## src/rtl/const_mult_arbiter.sv

```systemverilog
// Round-robin arbiter/sequencer sharing one ConstMultMod unit among NREQ requesters:
// latches the winner's operands, registers the unit's result and hands it back with valid/ready.
`ifndef WORD_SIZE
`define WORD_SIZE 16
`endif

module const_mult_arbiter #(
  parameter int unsigned NREQ = 2,
  parameter int unsigned IDW  = 1,
  parameter int unsigned W    = `WORD_SIZE
) (
  input  logic                 clk,
  input  logic                 rst_n,
  input  logic [NREQ-1:0]      req_valid,
  output logic [NREQ-1:0]      req_ready,
  input  logic [2*NREQ-1:0]    req_mode,
  input  logic [NREQ-1:0]      req_invert,
  input  logic [W*NREQ-1:0]    req_a0,
  input  logic [W*NREQ-1:0]    req_a1,
  output logic [NREQ-1:0]      rsp_valid,
  input  logic [NREQ-1:0]      rsp_ready,
  output logic [W-1:0]         rsp_c0,
  output logic [W-1:0]         rsp_c1,
  output logic [1:0]           cm_mode,
  output logic                 cm_invert,
  output logic [W-1:0]         cm_a0,
  output logic [W-1:0]         cm_a1,
  input  logic [W-1:0]         cm_c0,
  input  logic [W-1:0]         cm_c1,
  output logic                 busy
);

  typedef enum logic [1:0] {IDLE, CALC, RESP} state_t;

  state_t         state_q, state_d;
  logic [IDW-1:0] owner_q, owner_d;
  logic [IDW-1:0] last_q, last_d;
  logic [1:0]     cm_mode_q, cm_mode_d;
  logic           cm_invert_q, cm_invert_d;
  logic [W-1:0]   cm_a0_q, cm_a0_d;
  logic [W-1:0]   cm_a1_q, cm_a1_d;
  logic [W-1:0]   rsp_c0_q, rsp_c0_d;
  logic [W-1:0]   rsp_c1_q, rsp_c1_d;

  logic [NREQ-1:0] above_last, masked, pick, grant_oh, owner_oh;
  logic [IDW-1:0]  grant_idx;
  logic            any_req, owner_ready, arb_en, accept;

  // Requesters strictly after last get priority; if none are valid, wrap to the lowest index.
  // When last = NREQ-1 the shift overflows to zero, making above_last empty.
  assign above_last  = ~((NREQ'(1) << (32'(last_q) + 32'd1)) - NREQ'(1));
  assign masked      = req_valid & above_last;
  assign pick        = (|masked) ? masked : req_valid;
  assign grant_oh    = pick & (~pick + NREQ'(1));
  assign any_req     = |req_valid;
  assign owner_oh    = NREQ'(1) << owner_q;
  assign owner_ready = |(rsp_ready & owner_oh);

  for (genvar b = 0; b < IDW; b++) begin : g_enc
    logic [NREQ-1:0] bit_mask;
    for (genvar i = 0; i < NREQ; i++) begin : g_bit
      assign bit_mask[i] = ((i >> b) & 1) != 0;
    end
    assign grant_idx[b] = |(grant_oh & bit_mask);
  end

  always_comb begin
    state_d     = state_q;
    owner_d     = owner_q;
    last_d      = last_q;
    cm_mode_d   = cm_mode_q;
    cm_invert_d = cm_invert_q;
    cm_a0_d     = cm_a0_q;
    cm_a1_d     = cm_a1_q;
    rsp_c0_d    = rsp_c0_q;
    rsp_c1_d    = rsp_c1_q;
    arb_en      = 1'b0;

    case (state_q)
      IDLE: arb_en = 1'b1;
      CALC: begin
        rsp_c0_d = cm_c0;
        rsp_c1_d = cm_c1;
        state_d  = RESP;
      end
      RESP: begin
        if (owner_ready) begin
          arb_en  = 1'b1;
          state_d = IDLE;
        end
      end
      default: state_d = IDLE;
    endcase

    accept = arb_en && any_req;
    if (accept) begin
      state_d     = CALC;
      owner_d     = grant_idx;
      last_d      = grant_idx;
      cm_mode_d   = 2'(req_mode >> (32'd2 * 32'(grant_idx)));
      cm_invert_d = 1'(req_invert >> grant_idx);
      cm_a0_d     = W'(req_a0 >> (W * 32'(grant_idx)));
      cm_a1_d     = W'(req_a1 >> (W * 32'(grant_idx)));
    end

    req_ready = accept ? grant_oh : '0;
    rsp_valid = (state_q == RESP) ? owner_oh : '0;
    busy      = (state_q != IDLE);
  end

  always_ff @(posedge clk) begin
    if (!rst_n) begin
      state_q     <= IDLE;
      owner_q     <= '0;
      last_q      <= IDW'(NREQ - 1);
      cm_mode_q   <= '0;
      cm_invert_q <= 1'b0;
      cm_a0_q     <= '0;
      cm_a1_q     <= '0;
      rsp_c0_q    <= '0;
      rsp_c1_q    <= '0;
    end else begin
      state_q     <= state_d;
      owner_q     <= owner_d;
      last_q      <= last_d;
      cm_mode_q   <= cm_mode_d;
      cm_invert_q <= cm_invert_d;
      cm_a0_q     <= cm_a0_d;
      cm_a1_q     <= cm_a1_d;
      rsp_c0_q    <= rsp_c0_d;
      rsp_c1_q    <= rsp_c1_d;
    end
  end

  assign cm_mode   = cm_mode_q;
  assign cm_invert = cm_invert_q;
  assign cm_a0     = cm_a0_q;
  assign cm_a1     = cm_a1_q;
  assign rsp_c0    = rsp_c0_q;
  assign rsp_c1    = rsp_c1_q;

endmodule

```

## config.mk

```make
export PLATFORM = sky130hd
export DESIGN_NAME = const_mult_arbiter
export DESIGN_NICKNAME = d
export VERILOG_FILES = /design/src/rtl/const_mult_arbiter.sv
export SDC_FILE = /design/constraint.sdc
export NUM_CORES = 1
export LEC_CHECK = 0
export CAP_MARGIN = 20
export CORE_MARGIN = 3
export CORE_UTILIZATION = 41
export DETAILED_ROUTE_END_ITERATION = 16
export PLACE_DENSITY = 0.77
export SLEW_MARGIN = 20
export SYNTH_ARGS = -nofsm -noshare
export SYNTH_HDL_FRONTEND = slang
export SYNTH_SLANG_ARGS = --single-unit
```

## constraint.sdc

```tcl
create_clock -name clk -period 1.65 [get_ports clk]
set_input_delay 0.2475 -clock clk [delete_from_list [all_inputs] [get_ports clk]]
set_output_delay 0.2475 -clock clk [all_outputs]
set_load 0.01 [all_outputs]
```

==> impl_metrics.env, run 1 <==
export IMPL_status="finished, final reports clean"
export IMPL_grt_pass1_vias=3912
export IMPL_initial_core_util_pct=42.6
export IMPL_path_clk_slew_ns=0.07
export IMPL_criticalPathCategory="in2out"
export IMPL_start_kind="primary input"
export IMPL_die_y_um=102
export IMPL_htree_levels=3
export IMPL_port_buffers=179
export IMPL_cts_buffers=9
export IMPL_drc=0
export IMPL_track_usage_pct=22.7
export IMPL_ir_drop_uv=373
export IMPL_fin_area_mm2=0.00593
export IMPL_fin_crit_sh_pct=98.8
export IMPL_clk_path_buf_depth=2
export IMPL_synth_top_area_cell="dfxtp_1"
export IMPL_setup_viol=0
export IMPL_dpl_worst_slack_ns=-0.494
export IMPL_wirelength_um=11800
export IMPL_top_usage_layer="met2"
export IMPL_dieArea_mm2=0.0103
export IMPL_num_vias=4046
export IMPL_cp_required_ns=1.40
export IMPL_netlist_area_leader_share_pct=37.9
export IMPL_rows=34
export IMPL_core_region_area_mm2=0.00881
export IMPL_power_mw=4.84
export IMPL_drtAntennaViolNets=0
export IMPL_syn_mean_instance_area_um2=7.77
export IMPL_yosysUniqueCellTypes=28
export IMPL_dpl_instance_area_mm2=0.00571
export IMPL_drt_pass1_iterations=5
export IMPL_tightest_slew_ns=0.724
export IMPL_fill_cells=746
export IMPL_synthesis_area_mm2=0.00375
export IMPL_yosys_warnings=0
export IMPL_grt_pass1_wl_um=18800
export IMPL_tns_ns=0
export IMPL_seq_area_frac_synth_pct=37.9
export IMPL_seqCellArea_mm2=0.00143
export IMPL_grt_use_met3_pct=6.06
export IMPL_hold_class="in2reg"
export IMPL_path_max_fanout=3
export IMPL_timing_final_ws_setup_ns=0.0199
export IMPL_dieWidth_um=102
export IMPL_multi_input_area_mm2=0.00214
export IMPL_fin_nets=762
export IMPL_drive_above_1_share_pct=9.26
export IMPL_critPathCaptureType="primary output"
export IMPL_globalRouteOverflowTotal=0
export IMPL_final_cell_mix="clkdlybuf4s50_1 (170), nand2_1 (134), nand2b_1 (73)"
export IMPL_insertion_delay_ns=0.34
export IMPL_hpwl_um=8450
export IMPL_p_leak_nw=2.19
export IMPL_fin_worst_skew_ns=0.0159
export IMPL_met2_usage_pct=38.6
export IMPL_initialDrtViolationCount=151
export IMPL_cts_sinks=71
export IMPL_grt_max_degree=72
export IMPL_io_pins=180
export IMPL_place_congestion=0.817
export IMPL_drv_cap=0
export IMPL_powerDensity_mw_per_mm2=817
export IMPL_rsz0062_at_grt="true"
export IMPL_avgViaCountPerCell=5.28
export IMPL_synth_nets=591
export IMPL_ys_ff_latch=71
export IMPL_antenna_found_initial=0
export IMPL_relSlewSlack_pct=51.6
export IMPL_worstPathArrival_ns=1.38
export IMPL_hold_buffers=0
export IMPL_synth_area_leaders="dfxtp_1 (38%), nand2_1 (13%), nand2b_1 (12%)"
export IMPL_n_antenna_cell=0
export IMPL_wl_per_cell_um=15.4
export IMPL_final_common_cell="clkdlybuf4s50_1"
export IMPL_tritoncts="done"
export IMPL_postSynthCellCount=483
export IMPL_fmax_ghz=0.613
export IMPL_finalHoldViolations=0
export IMPL_areaGrowthSynthToFinish_pct=57.9
export IMPL_grt_util_met1_pct=28.0
export IMPL_finalMaxSlewViolations=0
export IMPL_root_buffer="clkbuf_8"
export IMPL_timing_final_crit_period_ns=1.63
through the flow:
step	hold WS [ns]	instances	util (%)
2_1_floorplan	0.382	483	-
3_3_place_gp	0.439	749	64.7
3_5_place_dp	0.445	749	64.8
4_1_cts	0.380	766	67.2
5_1_grt	0.401	767	67.3
6_report	0.400	767	67.3
registers in the layout, indices dropped and copies added, names as in the netlist:
register / count
cm_a0: 16
cm_a1: 16
cm_invert: 1
cm_mode: 2
last_q: 1
owner_q: 1
rsp_c0: 16
rsp_c1: 16
state_q: 2
synthesized netlist by cell type, drive strengths merged:
cell type,number
or3,35
or2,1
and3b,1
nor3b,2
clkbuf,30
buf,16
a21oi,1
a211oi,2
dfxtp,71
mux2,1
nor2b,2
a211o,1
o211ai,1
mux2i,1
and2,2
nand2b,73
o21a,3
nor2,1
a21bo,1
a31oi,35
a21boi,33
inv,1
o2111ai,35
nand2,134
per-layer routing:
layer	part of all wire, %	wire (um)	vias up
met1	43	5110	1869
met2	47	5550	149
met4	0.91	107	0
met5	0	0	-
met3	8.5	1010	10
li1	-	-	2018
path summary, 6_finish.rpt:
path	start	end	slack [ns]	depth (start not counted)
worst max register to register	owner_q	cm_mode[0]	0.11	6
worst min register to register	rsp_c1[0]	rsp_c1[0]	0.46	2
worst max-delay path	rsp_ready[0]	req_ready[1]	0.02	5
worst min-delay path	rst_n	state_q[1]	0.40	3
what timing repair did:
item	CTS	global route
pin swaps	0	1
setup endpoints to repair	5	14
gates resized for setup	23	9
buffers inserted	1	1
cells by family after synthesis:
group	Yosys count	share of synthesized area, %
AO/OA/AOI/OAI	112	22.9
buffers and inverters	47	5.73
flip-flops	71	37.9
multiplexers	2	0.567
AND/OR/NAND/NOR	251	33.0
critical path, cell delays in order:
cell             delay (ns)
clkdlybuf4s50_1        0.49
mux2i_2                0.11
buf_4                  0.16
a211oi_2               0.20
buf_2                  0.18
cell type report:
class	count	area share, %
multi-input cells	365	36.2
repair buffers	206	34.1
flip-flops and latches	71	24.1
well taps	108	2.28
clock buffers	9	2.09
clock inverters	7	1.20
inverters	1	0.0633
where the power goes:
group	leakage, nW	switching, mW	total, mW	internal, mW
sequential	0.587	0.124	2.00	1.88
combinational	1.50	0.628	1.46	0.829
clock	0.103	0.685	1.39	0.701
total	2.19	1.44	4.84	3.41
Power figures use the tool's default switching activity.
==> run 2, diff against run 1 <==
- SETUP_SLACK_MARGIN: default -> 0.2
- SLEW_MARGIN: 20 -> default
==> run 2 against run 1 <==
  * Global-route usage rose by 1.1 points
  * Sequential share of layout area fell by 0.52 points
  * Critical path depth rose by 3
  * Count of clock-buffer cells in the layout did not move
  * Utilization rose by 1.6 points
  * Clock power barely moved
  * Worst setup slack got worse by 0.015 ns
  * Final area rose by 2.4%
  * Power rose by 0.78%
  * Flip-flop and latch count did not move
  * Worst hold slack got worse by 0.0049 ns
  * Highest routed layer unchanged
==> impl_metrics.env, run 2 (synthesized netlist as in run 1, its figures left out) <==
export IMPL_status="finished, final reports clean"
export IMPL_insertion_delay_ns=0.34
export IMPL_utilization_pct=68.9
export IMPL_cp_slowest_cell="dfxtp_2"
export IMPL_port_buffers=179
export IMPL_avgViaCountPerCell=5.33
export IMPL_grt_pass1_wl_um=19800
export IMPL_fin_nets=775
export IMPL_p_leak_nw=2.53
export IMPL_powerDensity_mw_per_mm2=804
export IMPL_grt_max_degree=72
export IMPL_dpl_worst_slack_ns=-0.477
export IMPL_critical_path_top_delay_family="buffers and inverters"
export IMPL_worstPathArrival_ns=1.86
export IMPL_cp_required_ns=1.87
export IMPL_hpwl_um=8530
export IMPL_dieArea_mm2=0.0103
export IMPL_initialDrtViolationCount=154
export IMPL_tritoncts="done"
export IMPL_fmax_ghz=0.608
export IMPL_n_antenna_cell=0
export IMPL_drt_pass1_iterations=4
export IMPL_root_buffer="clkbuf_8"
export IMPL_setup_viol=0
export IMPL_path_clk_slew_ns=0.08
export IMPL_timing_final_crit_period_ns=1.65
export IMPL_rows=34
export IMPL_max_stage_delay_ns=0.34
export IMPL_crit_cells=8
export IMPL_timing_hold_ws_ns=0.395
export IMPL_final_cell_mix="nand2_1 (134), clkdlybuf4s50_1 (102), nand2b_1 (73)"
export IMPL_finalMaxSlewViolations=0
export IMPL_criticalPathCategory="reg2reg"
export IMPL_timing_final_ws_setup_ns=0.00491
export IMPL_r2r_cells=8
export IMPL_clk_path_buf_depth=2
export IMPL_place_congestion=0.817
export IMPL_drtAntennaViolNets=0
export IMPL_hold_class="in2reg"
export IMPL_initial_core_util_pct=42.6
export IMPL_drc=0
export IMPL_drv_cap=0
export IMPL_final_common_cell="nand2_1"
export IMPL_dieWidth_um=102
export IMPL_multi_input_area_mm2=0.00219
export IMPL_drive_above_1_share_pct=11.6
export IMPL_hold_path_depth=3
export IMPL_core_region_area_mm2=0.00881
export IMPL_htree_levels=3
export IMPL_stdcell_count=780
export IMPL_cts_buffers=9
export IMPL_cts_sinks=71
export IMPL_num_vias=4159
export IMPL_antenna_found_initial=0
export IMPL_io_pins=180
export IMPL_areaGrowthSynthToFinish_pct=61.7
export IMPL_grt_pass1_vias=4093
export IMPL_relSlewSlack_pct=73.0
export IMPL_finalHoldViolations=0
export IMPL_globalRouteOverflowTotal=0
export IMPL_tns_ns=0
export IMPL_crit_top_cell="buf_6"
export IMPL_critPathCaptureType="flop"
export IMPL_path_max_fanout=5
export IMPL_fin_worst_skew_ns=0.0152
export IMPL_rsz0062_at_grt="true"
export IMPL_fill_cells=757
export IMPL_fin_area_mm2=0.00607
export IMPL_dpl_instance_area_mm2=0.00573
export IMPL_place_inst=750
export IMPL_die_y_um=102
export IMPL_power_mw=4.88
export IMPL_seqCellArea_mm2=0.00143
export IMPL_ir_drop_uv=455
export IMPL_crit_chain="mux2i_2, buf_4, buf_4, buf_6, a211oi_4, buf_6, buf_6, a31oi_1"
export IMPL_track_usage_pct=23.8
export IMPL_start_kind="flop"
export IMPL_wl_per_cell_um=15.7
export IMPL_wirelength_um=12200
export IMPL_fin_crit_sh_pct=99.7
export IMPL_tightest_slew_ns=0.404
export IMPL_critPathBufInv=5
-- run 2: what timing repair did --
| item | CTS | global route |
|---|---|---|
| hold endpoints to repair | 0 | 0 |
| pin swaps | 3 | 1 |
| hold buffers | 0 | 0 |
| setup buffers | 11 | 0 |
| resized for setup | 117 | 8 |
| setup endpoints to repair | 121 | 43 |
| gates cloned | 3 | 0 |
-- run 2: cell type report --
| cell class | instances | share of cell area [%] |
|---|---|---|
| well taps | 108 | 2.23 |
| flip-flops and latches | 71 | 23.6 |
| clock inverters | 7 | 1.18 |
| clock buffers | 9 | 2.04 |
| multi-input cells | 365 | 36.1 |
| repair buffers | 219 | 34.8 |
| inverters | 1 | 0.0618 |
-- run 2: worst paths after layout --
path / start / to / slack [ns]
worst max register to register: owner_q / cm_mode[1] / 0.005
worst min-delay path: rst_n / last_q / 0.40
worst max-delay path: owner_q / cm_mode[1] / 0.005
worst min register to register: rsp_c0[8] / rsp_c0[8] / 0.45
-- run 2: where the power goes --
| part | total [mW] | switching (mW) | internal [mW] |
|---|---|---|---|
| Sequential | 1.99 | 0.118 | 1.87 |
| Clock | 1.40 | 0.699 | 0.701 |
| Combinational | 1.49 | 0.671 | 0.815 |
-- run 2: per-layer routing --
layer / share of wire (%) / global-route usage, % / up-vias / wire [um]
li1: - / - / 2042 / -
met1: 42 / 28.8 / 1927 / 5180
met2: 48 / 41.0 / 171 / 5880
met3: 8.1 / 6.06 / 19 / 985
met4: 1.6 / 8.18 / 0 / 190
met5: 0 / 0 / - / 0
-- run 2: worst min-delay path: cells and delay by family --
family | cells | cell delay [ns]
buf+inv | 2 | 0.30
compound gates | 1 | 0.12
==> run 3, diff against run 2 <==
- GPL_ROUTABILITY_DRIVEN: default -> 0
==> results of run 3 <==
Same layout as run 2: the final DEF is identical, and so are final timing and power.
